## src/rtl/pe_row_sequencer.sv

```systemverilog
`default_nettype none
// ============================================================================
// Module   : pe_row_sequencer
// Purpose  : Scratchpad sequencer for one Eyeriss processing element.
//            It loads a filter row, streams ifmap words into a circular
//            scratchpad and issues paired ifmap/filter read addresses with
//            MAC enables for a 1-D sliding-window convolution. Each finished
//            partial sum is handed off over a valid/ready handshake.
// Ports    : clk, rst (sync, active-low)
//            start, cfg_filt_len, cfg_stride, cfg_num_out  - job config
//            filt_wen, filt_ready, filt_waddr, filt_raddr  - filter spad
//            if_wen, if_full, if_waddr, if_raddr, if_count - ifmap spad
//            mac_en, mac_clr                               - MAC control
//            psum_valid, psum_ready                        - psum handoff
//            busy, done, cfg_err                           - status
// Revision : 1.0 - initial release
// ============================================================================
module pe_row_sequencer #(
    parameter int SIZE = 17,
    parameter int AW   = $clog2(SIZE),
    parameter int CW   = 8
) (
    input  logic          clk,
    input  logic          rst,
    input  logic          start,
    input  logic [AW-1:0] cfg_filt_len,
    input  logic [AW-1:0] cfg_stride,
    input  logic [CW-1:0] cfg_num_out,
    input  logic          filt_wen,
    output logic          filt_ready,
    output logic [AW-1:0] filt_waddr,
    output logic [AW-1:0] filt_raddr,
    input  logic          if_wen,
    output logic          if_full,
    output logic [AW-1:0] if_waddr,
    output logic [AW-1:0] if_raddr,
    output logic [AW-1:0] if_count,
    output logic          mac_en,
    output logic          mac_clr,
    output logic          psum_valid,
    input  logic          psum_ready,
    output logic          busy,
    output logic          done,
    output logic          cfg_err
);

    localparam logic [2:0] c_ST_IDLE    = 3'd0;
    localparam logic [2:0] c_ST_LOAD_F  = 3'd1;
    localparam logic [2:0] c_ST_WAIT_IF = 3'd2;
    localparam logic [2:0] c_ST_COMPUTE = 3'd3;
    localparam logic [2:0] c_ST_DRAIN   = 3'd4;
    localparam logic [2:0] c_ST_OUT     = 3'd5;
    localparam logic [2:0] c_ST_ADVANCE = 3'd6;
    localparam logic [2:0] c_ST_DONE    = 3'd7;

    localparam logic [AW-1:0] c_ZERO = '0;
    localparam logic [AW-1:0] c_ONE  = AW'(1);
    localparam logic [AW-1:0] c_LAST = AW'(SIZE - 1);

    logic [2:0]    r_state;
    logic [2:0]    w_state_next;
    logic [AW-1:0] r_filt_len;
    logic [AW-1:0] r_stride;
    logic [CW-1:0] r_num_out;
    logic [AW-1:0] r_filt_wptr;
    logic [AW-1:0] r_k;
    logic [CW-1:0] r_out_cnt;
    logic [AW-1:0] r_base;
    logic [AW-1:0] r_if_wptr;
    logic [AW-1:0] r_if_count;
    logic          r_cfg_err;
    logic          w_cfg_ok;
    logic          w_if_full;
    logic          w_if_wr;
    logic [AW-1:0] w_if_count_next;

    // Addition modulo SIZE. Operands are always < SIZE, so a single
    // conditional subtract suffices; SIZE need not be a power of two.
    function automatic logic [AW-1:0] mod_add(input logic [AW-1:0] a,
                                              input logic [AW-1:0] b);
        logic [AW:0] s;
        s = {1'b0, a} + {1'b0, b};
        if (s >= (AW+1)'(SIZE)) begin
            s = s - (AW+1)'(SIZE);
        end
        return s[AW-1:0];
    endfunction

    assign w_cfg_ok = (cfg_filt_len != c_ZERO) && (cfg_filt_len <= c_LAST) &&
                      (cfg_stride != c_ZERO) && (cfg_stride <= cfg_filt_len) &&
                      (cfg_num_out != '0);

    assign w_if_full = (r_if_count == c_LAST);
    assign w_if_wr   = if_wen && !w_if_full;

    // Occupancy after this cycle: an accepted write and the ADVANCE release
    // may coincide, so both adjustments are folded into one value.
    always_comb begin
        w_if_count_next = r_if_count;
        if (w_if_wr) begin
            w_if_count_next = w_if_count_next + c_ONE;
        end
        if (r_state == c_ST_ADVANCE) begin
            w_if_count_next = w_if_count_next - r_stride;
        end
    end

    always_comb begin
        w_state_next = r_state;
        case (r_state)
            c_ST_IDLE: begin
                if (start && w_cfg_ok) w_state_next = c_ST_LOAD_F;
            end
            c_ST_LOAD_F: begin
                if (filt_wen && (r_filt_wptr == r_filt_len - c_ONE)) begin
                    w_state_next = c_ST_WAIT_IF;
                end
            end
            c_ST_WAIT_IF: begin
                // Next-cycle occupancy so a write landing now is counted.
                if (w_if_count_next >= r_filt_len) w_state_next = c_ST_COMPUTE;
            end
            c_ST_COMPUTE: begin
                if (r_k == r_filt_len - c_ONE) w_state_next = c_ST_DRAIN;
            end
            c_ST_DRAIN:   w_state_next = c_ST_OUT;
            c_ST_OUT: begin
                if (psum_ready) w_state_next = c_ST_ADVANCE;
            end
            c_ST_ADVANCE: begin
                w_state_next = (r_out_cnt == r_num_out) ? c_ST_DONE : c_ST_WAIT_IF;
            end
            c_ST_DONE:    w_state_next = c_ST_IDLE;
            default:      w_state_next = c_ST_IDLE;
        endcase
    end

    always_ff @(posedge clk) begin
        if (!rst) begin
            r_state     <= c_ST_IDLE;
            r_filt_len  <= c_ZERO;
            r_stride    <= c_ZERO;
            r_num_out   <= '0;
            r_filt_wptr <= c_ZERO;
            r_k         <= c_ZERO;
            r_out_cnt   <= '0;
            r_base      <= c_ZERO;
            r_if_wptr   <= c_ZERO;
            r_if_count  <= c_ZERO;
            r_cfg_err   <= 1'b0;
        end else begin
            r_state    <= w_state_next;
            r_cfg_err  <= (r_state == c_ST_IDLE) && start && !w_cfg_ok;
            r_if_count <= w_if_count_next;
            if (w_if_wr) begin
                r_if_wptr <= mod_add(r_if_wptr, c_ONE);
            end
            case (r_state)
                c_ST_IDLE: begin
                    if (start && w_cfg_ok) begin
                        r_filt_len  <= cfg_filt_len;
                        r_stride    <= cfg_stride;
                        r_num_out   <= cfg_num_out;
                        r_filt_wptr <= c_ZERO;
                        r_k         <= c_ZERO;
                        r_out_cnt   <= '0;
                    end
                end
                c_ST_LOAD_F: begin
                    if (filt_wen) r_filt_wptr <= r_filt_wptr + c_ONE;
                end
                c_ST_COMPUTE: begin
                    r_k <= (r_k == r_filt_len - c_ONE) ? c_ZERO : r_k + c_ONE;
                end
                c_ST_OUT: begin
                    if (psum_ready) r_out_cnt <= r_out_cnt + CW'(1);
                end
                c_ST_ADVANCE: begin
                    r_base <= mod_add(r_base, r_stride);
                end
                default: begin
                end
            endcase
        end
    end

    // Read side decodes from state and registers only.
    assign mac_en     = (r_state == c_ST_COMPUTE);
    assign mac_clr    = mac_en && (r_k == c_ZERO);
    assign if_raddr   = mac_en ? mod_add(r_base, r_k) : c_ZERO;
    assign filt_raddr = mac_en ? r_k : c_ZERO;
    assign psum_valid = (r_state == c_ST_OUT);
    assign filt_ready = (r_state == c_ST_LOAD_F);
    assign busy       = (r_state != c_ST_IDLE);
    assign done       = (r_state == c_ST_DONE);
    assign if_full    = w_if_full;
    assign if_count   = r_if_count;
    assign if_waddr   = r_if_wptr;
    assign filt_waddr = r_filt_wptr;
    assign cfg_err    = r_cfg_err;

endmodule
`default_nettype wire

```

## config.mk

```make
export PLATFORM = sky130hd
export DESIGN_NAME = pe_row_sequencer
export DESIGN_NICKNAME = d
export VERILOG_FILES = /design/src/rtl/pe_row_sequencer.sv
export SDC_FILE = /design/constraint.sdc
export NUM_CORES = 1
export LEC_CHECK = 0
export CAP_MARGIN = 20
export CORE_ASPECT_RATIO = 1.75
export CORE_MARGIN = 4
export CORE_UTILIZATION = 25
export CTS_CLUSTER_DIAMETER = 200
export CTS_CLUSTER_SIZE = 10
export DETAILED_ROUTE_END_ITERATION = 7
export SLEW_MARGIN = 10
export SYNTH_ARGS = -nofsm -noshare
export SYNTH_HDL_FRONTEND = slang
export SYNTH_SLANG_ARGS = --single-unit
```

## constraint.sdc

```tcl
create_clock -name clk -period 4.15 [get_ports clk]
set_input_delay 1.245 -clock clk [delete_from_list [all_inputs] [get_ports clk]]
set_output_delay 1.245 -clock clk [all_outputs]
set_load 0.02 [all_outputs]
```

Word-level counts from Yosys, hierarchy flattened --
Cells that the tools add are included.
Word-level totals: flip-flop bits (word level) 55, input port bits 24, output and inout bits 33
Cells by class: $add $sub $neg 12, order comparisons 6, equality and inequality tests 17, muxes and demuxes 22, reduce and logical (&&, ||, !) cells 26
Operators with widths (number):
- 5-bit 2-to-1 mux | 10
- 3-bit one-hot mux with 8 select lines | 1
- 5-bit one-hot mux with 2 select lines | 2
- 6-bit by 5-bit >= comparator with 1-bit output (second input constant) | 3
- 3-bit 2-to-1 mux | 6
- 8-bit 2-to-1 mux | 2
- 8-bit one-hot mux with 2 select lines | 1
- 5-bit by 1-bit adder with 5-bit output (second input constant) | 3
- 5-bit subtractor (second input constant) | 3
- 5-bit by 5-bit adder with 6-bit output | 2
- 3-bit == test (second input constant) | 4
- 5-bit == test | 2
- 1-bit logical AND | 10
- 5-bit nonzero test | 2
- 8-bit by 1-bit adder with 8-bit output (second input constant) | 1
- 8-bit == test | 1
- 8-bit nonzero test | 1
- 5-bit by 1-bit adder with 6-bit output (second input constant) | 1
- 3-bit by 2-bit == test with 1-bit output (second input constant) | 2
- 2-bit by 1-bit inequality test with 1-bit output (second input constant) | 3
- 2-bit inequality test (second input constant) | 3
- 3-bit AND reduction | 2
- 2-bit nonzero test | 3
- 5-bit == test (second input constant) | 1
- 12 further kinds | 14

Depth between registers and ports, before layout --
word-level depth 9, depth in mapped cells 19

Least setup slack after synthesis --
OpenSTA, ideal clock, no wires.
kind input to register, start in if_wen, end reg r_state[0], arrival 4.140 ns, data required time 4.024 ns, setup slack -0.116 ns, stages 16, buffers on the path 1, cells stage by stage nor2b_1 -> clkbuf_1 -> nand2_1 -> xnor2_1 -> ha_1 -> nor2b_1 -> o21a_1 -> or3_1 -> a21oi_1 -> xnor2_1 -> ha_1 -> or4b_2 -> a21oi_1 -> o21ai_0 -> o2111ai_1 -> a21oi_1
Between the ends: cells in the longest elaborated chain, start to end 7
Ends and longest elaborated chain:
- start: declaration | line 33 | input logic if_wen,
- 1-bit logical AND (*) | line 94 | assign w_if_wr = if_wen && !w_if_full;
- 5-bit 2-to-1 mux (*) | line 100 | if (w_if_wr) begin
- 5-bit subtractor | line 104 | w_if_count_next = w_if_count_next - r_stride;
- 5-bit 2-to-1 mux (*) | line 103 | if (r_state == c_ST_ADVANCE) begin
- via w_if_count_next[4] | line 75 | logic [AW-1:0] w_if_count_next;
- 5-bit >= comparator (*) | line 121 | if (w_if_count_next >= r_filt_len) w_state_next = c_ST_COMPUTE;
- 2-bit inequality test (no source line) (*)
- 5-bit AND reduction (no source line) (*)
- end signal: assignment | line 140 | r_state <= c_ST_IDLE;
- end signal: assignment | line 152 | r_state <= w_state_next;
- end: declaration | line 60 | logic [2:0] r_state;
The timed path passes the listed nets; every way through them passes the cells marked *. A chain may end at the register's enable or synchronous reset.

Worst setup path after layout --
start reg r_base[0], end out if_raddr[0]
Between the ends: cells in the longest elaborated chain, start to end 4
Ends and longest elaborated chain:
- start: declaration | line 68 | logic [AW-1:0] r_base;
- start signal: assignment | line 147 | r_base <= c_ZERO;
- start signal: assignment | line 179 | r_base <= mod_add(r_base, r_stride);
- 5-bit by 5-bit adder with 6-bit output (*) | line 82 | s = {1'b0, a} + {1'b0, b};
- 5-bit subtractor / 6-bit by 5-bit >= comparator with 1-bit output (equally long branches) | line 84, 83
- 5-bit 2-to-1 mux (*) | line 83 | if (s >= (AW+1)'(SIZE)) begin
- 5-bit 2-to-1 mux (*) | line 190 | assign if_raddr = mac_en ? mod_add(r_base, r_k) : c_ZERO;
- end: declaration | line 36 | output logic [AW-1:0] if_raddr,
Mark *: on every way between the ends. The rest lies on a longest branch, timed or not.

==> flow_summary.toml <==
[synthesis]
ys_types = 64
ys_seq_area_frac = 0.276
synthMuxAreaShare = 0.0686
synth_compound_area_frac = 0.163
synth_nets = 537
ys_ff_latch = 55
synthSimpleGateAreaFrac = 0.199
synth_xor_area_frac = 0.103
yosysWarnings = 0
synth_area_sq_um = 4000
synthFlopType = "dfxtp_1"
async_reset_ff_frac = 0
synth_fa_ha_area_frac = 0.131
synth_top_family_by_area = "simple AND/OR/NAND/NOR gates"
synth_edf_count = 0
avgSynthCellArea_sq_um = 8.45
synthCells = 473

[clock_tree]
path_clk_slew_ns = 0.08
h-tree-depth = 2
cts-hold-fix-buffers = 0
cts_sinks = 55
cts_made_buffers = 5
cts_tree = "built"
clkLatencyLatePin_ns = 0.30
cts_root_buf = "clkbuf_16"
clockBufferDepth = 2

[global_routing]
grt_pass1_wl_mm = 18.6
grt_pass1_vias = 3800
grt_max_degree = 21
grt_usage = 0.125
overflow = 0
antenna_found_initial = 0

[timing]
clock.fmax_ghz = 0.248
worst_pin_slew_ns = 0.676
hold_viol = 0
timing.slew.headroom = 0.548
drv_slew = 0
setup_viol = 0
fin_skew_ns = 0.00760
whs_ns = 0.511
timing.final.crit_share = 0.973
min_period_ns = 4.04
setup_slack_ns = 0.113
rsz0062_at_grt = "true"

[critical_path]
crit_type = "reg -> out"
crit_fanout = 5
critPathLaunchType = "flip-flop"
crit_arrival_ns = 2.79
reg2reg_slack_ns = 0.44
cp.required_ns = 2.90
endpoint_kind = "output port"

[power_and_ir_drop]
cellPowerDensity_nw_per_um2 = 313
max-vdd-ir-drop_uv = 260
leakage_nw = 2.20

[final_layout]
layout_common_cells = "nor2_1 (58), dfxtp_1 (55), clkdlybuf4s50_1 (50)"
utilization = 0.330
final_nets = 603
drive_above_1_share = 0.111
syn_to_final_growth_pct = 28.2
antenna_cells = 0
final_common_cell = "nor2_1"

[die]
initial_utilization = 0.257
die_area_sq_um = 18100
ios = 57
die_w_microns = 104
placementRows = 60
die_y_microns = 175
core_sq_um = 15500

[place]
dp_slack_ns = -0.816
place.gp.congestion = 0.831
dpl.hpwl_mm = 9.15
port-buffer-count = 56

[drt]
wl_mm = 11.3
drcViolationCount = 0
wl_per_cell_microns = 15.6
vias = 3648
ant_nets = 0
viasPerCell = 5.02
dr.pass1.iters = 4
first_iter_violations = 106

[outcome]
status = "finished, final reports clean"

[worst_hold_path]
hold_class = "reg -> reg"

[job]
max_cap_violations = 0
## cell usage after synthesis (3+ instances only)
cell type,n,share of area
nand2_1,23,0.022
fa_1,3,0.015
xnor2_1,25,0.055
and3_1,3,0.0047
clkbuf_1,10,0.0094
o211a_1,4,0.010
o21ai_0,14,0.018
nand3_1,15,0.019
xor2_1,22,0.048
a211oi_1,4,0.0075
and2_1,6,0.0094
a21o_1,9,0.017
nor2_1,58,0.054
inv_1,38,0.036
nand4_1,14,0.022
nor4_1,7,0.011
buf_2,6,0.0075
ha_1,37,0.12
mux2i_1,24,0.060
nor3_1,9,0.011
a221oi_1,3,0.0066
nor2b_1,4,0.0063
a21oi_1,22,0.028
nand2b_1,6,0.0094
or3_1,3,0.0047
mux2_2,3,0.0085
dfxtp_1,55,0.28
## cell families after synthesis
kind of cell             after synthesis
adder cells (fa/ha/maj)               40
XOR/XNOR                              47
AO/OA/AOI/OAI                         87
AND/OR/NAND/NOR                      159
flip-flops                            55
multiplexers                          27
buffers and inverters                 58
## routing by layer
layer / vias to the layer above / global-route usage / wire length, microns
met1: 1748 / 0.123 / 4310
met5: - / 0 / 0
met3: 22 / 0.0163 / 312
met4: 0 / 0.0571 / 402
met2: 74 / 0.254 / 6320
li1: 1804 / - / -
## critical path, cell delays in order (launching register included)
cell and delay (ns):
dfxtp_1 0.34, ha_1 0.21, fa_1 0.41, xnor2_1 0.47, buf_4 0.23, a41o_1 0.24, a21oi_1 0.08, nor3_1 0.12
dlygate4sd2_1 0.37
## where the power goes
group	total [mW]	leakage (nW)	switching, mW	internal, mW
combinational	0.533	1.68	0.285	0.248
sequential	0.622	0.446	0.0592	0.563
clock	0.448	0.0759	0.217	0.231
total	1.60	2.20	0.561	1.04
## registers in the layout, indices dropped and copies added, names as in the netlist
signal      flops
r_k             5
if_count        5
r_stride        5
r_base          5
if_waddr        5
r_out_cnt       8
filt_waddr      5
r_state         3
cfg_err         1
r_num_out       8
r_filt_len      5
## what timing repair did
action	CTS	global route
hold endpoints to repair	0	0
gates resized for setup	22	12
buffers inserted	4	0
pin swaps	7	5
endpoints found under the setup margin	7	6
## worst paths after layout
kind               start     endpoint  cells after the start
max reg2reg  if_count[0]   r_state[2]                     19
min reg2reg    r_base[0]    r_base[0]                      2
max            r_base[0]  if_raddr[0]                      8
min            r_base[0]    r_base[0]                      2
## through the flow
| stage | total power [mW] | setup TNS [ns] | cell area, sq um | std cells |
|---|---|---|---|---|
| floorplan | 0.959 | 0 | 4000 | 473 |
| detailed placement | 1.14 | -1.62 | 4850 | 714 |
| global route | 1.69 | -0.00110 | 5120 | 726 |
| global placement | 1.13 | -1.36 | 4850 | 714 |
| CTS | 1.61 | 0 | 5100 | 726 |
| finish | 1.60 | 0 | 5120 | 726 |
## final cells by class
| cell class | instances | area (sq um) |
|---|---|---|
| Clock inverter | 3 | 28.8 |
| Fill cell | 1570 | 10400 |
| Tap cell | 186 | 233 |
| Multi-Input combinational cell | 360 | 2760 |
| Sequential cell | 55 | 1100 |
| Inverter | 38 | 143 |
| Timing Repair Buffer | 79 | 732 |
| Clock buffer | 5 | 125 |
No activity file was read; power rests on OpenSTA's default activity.
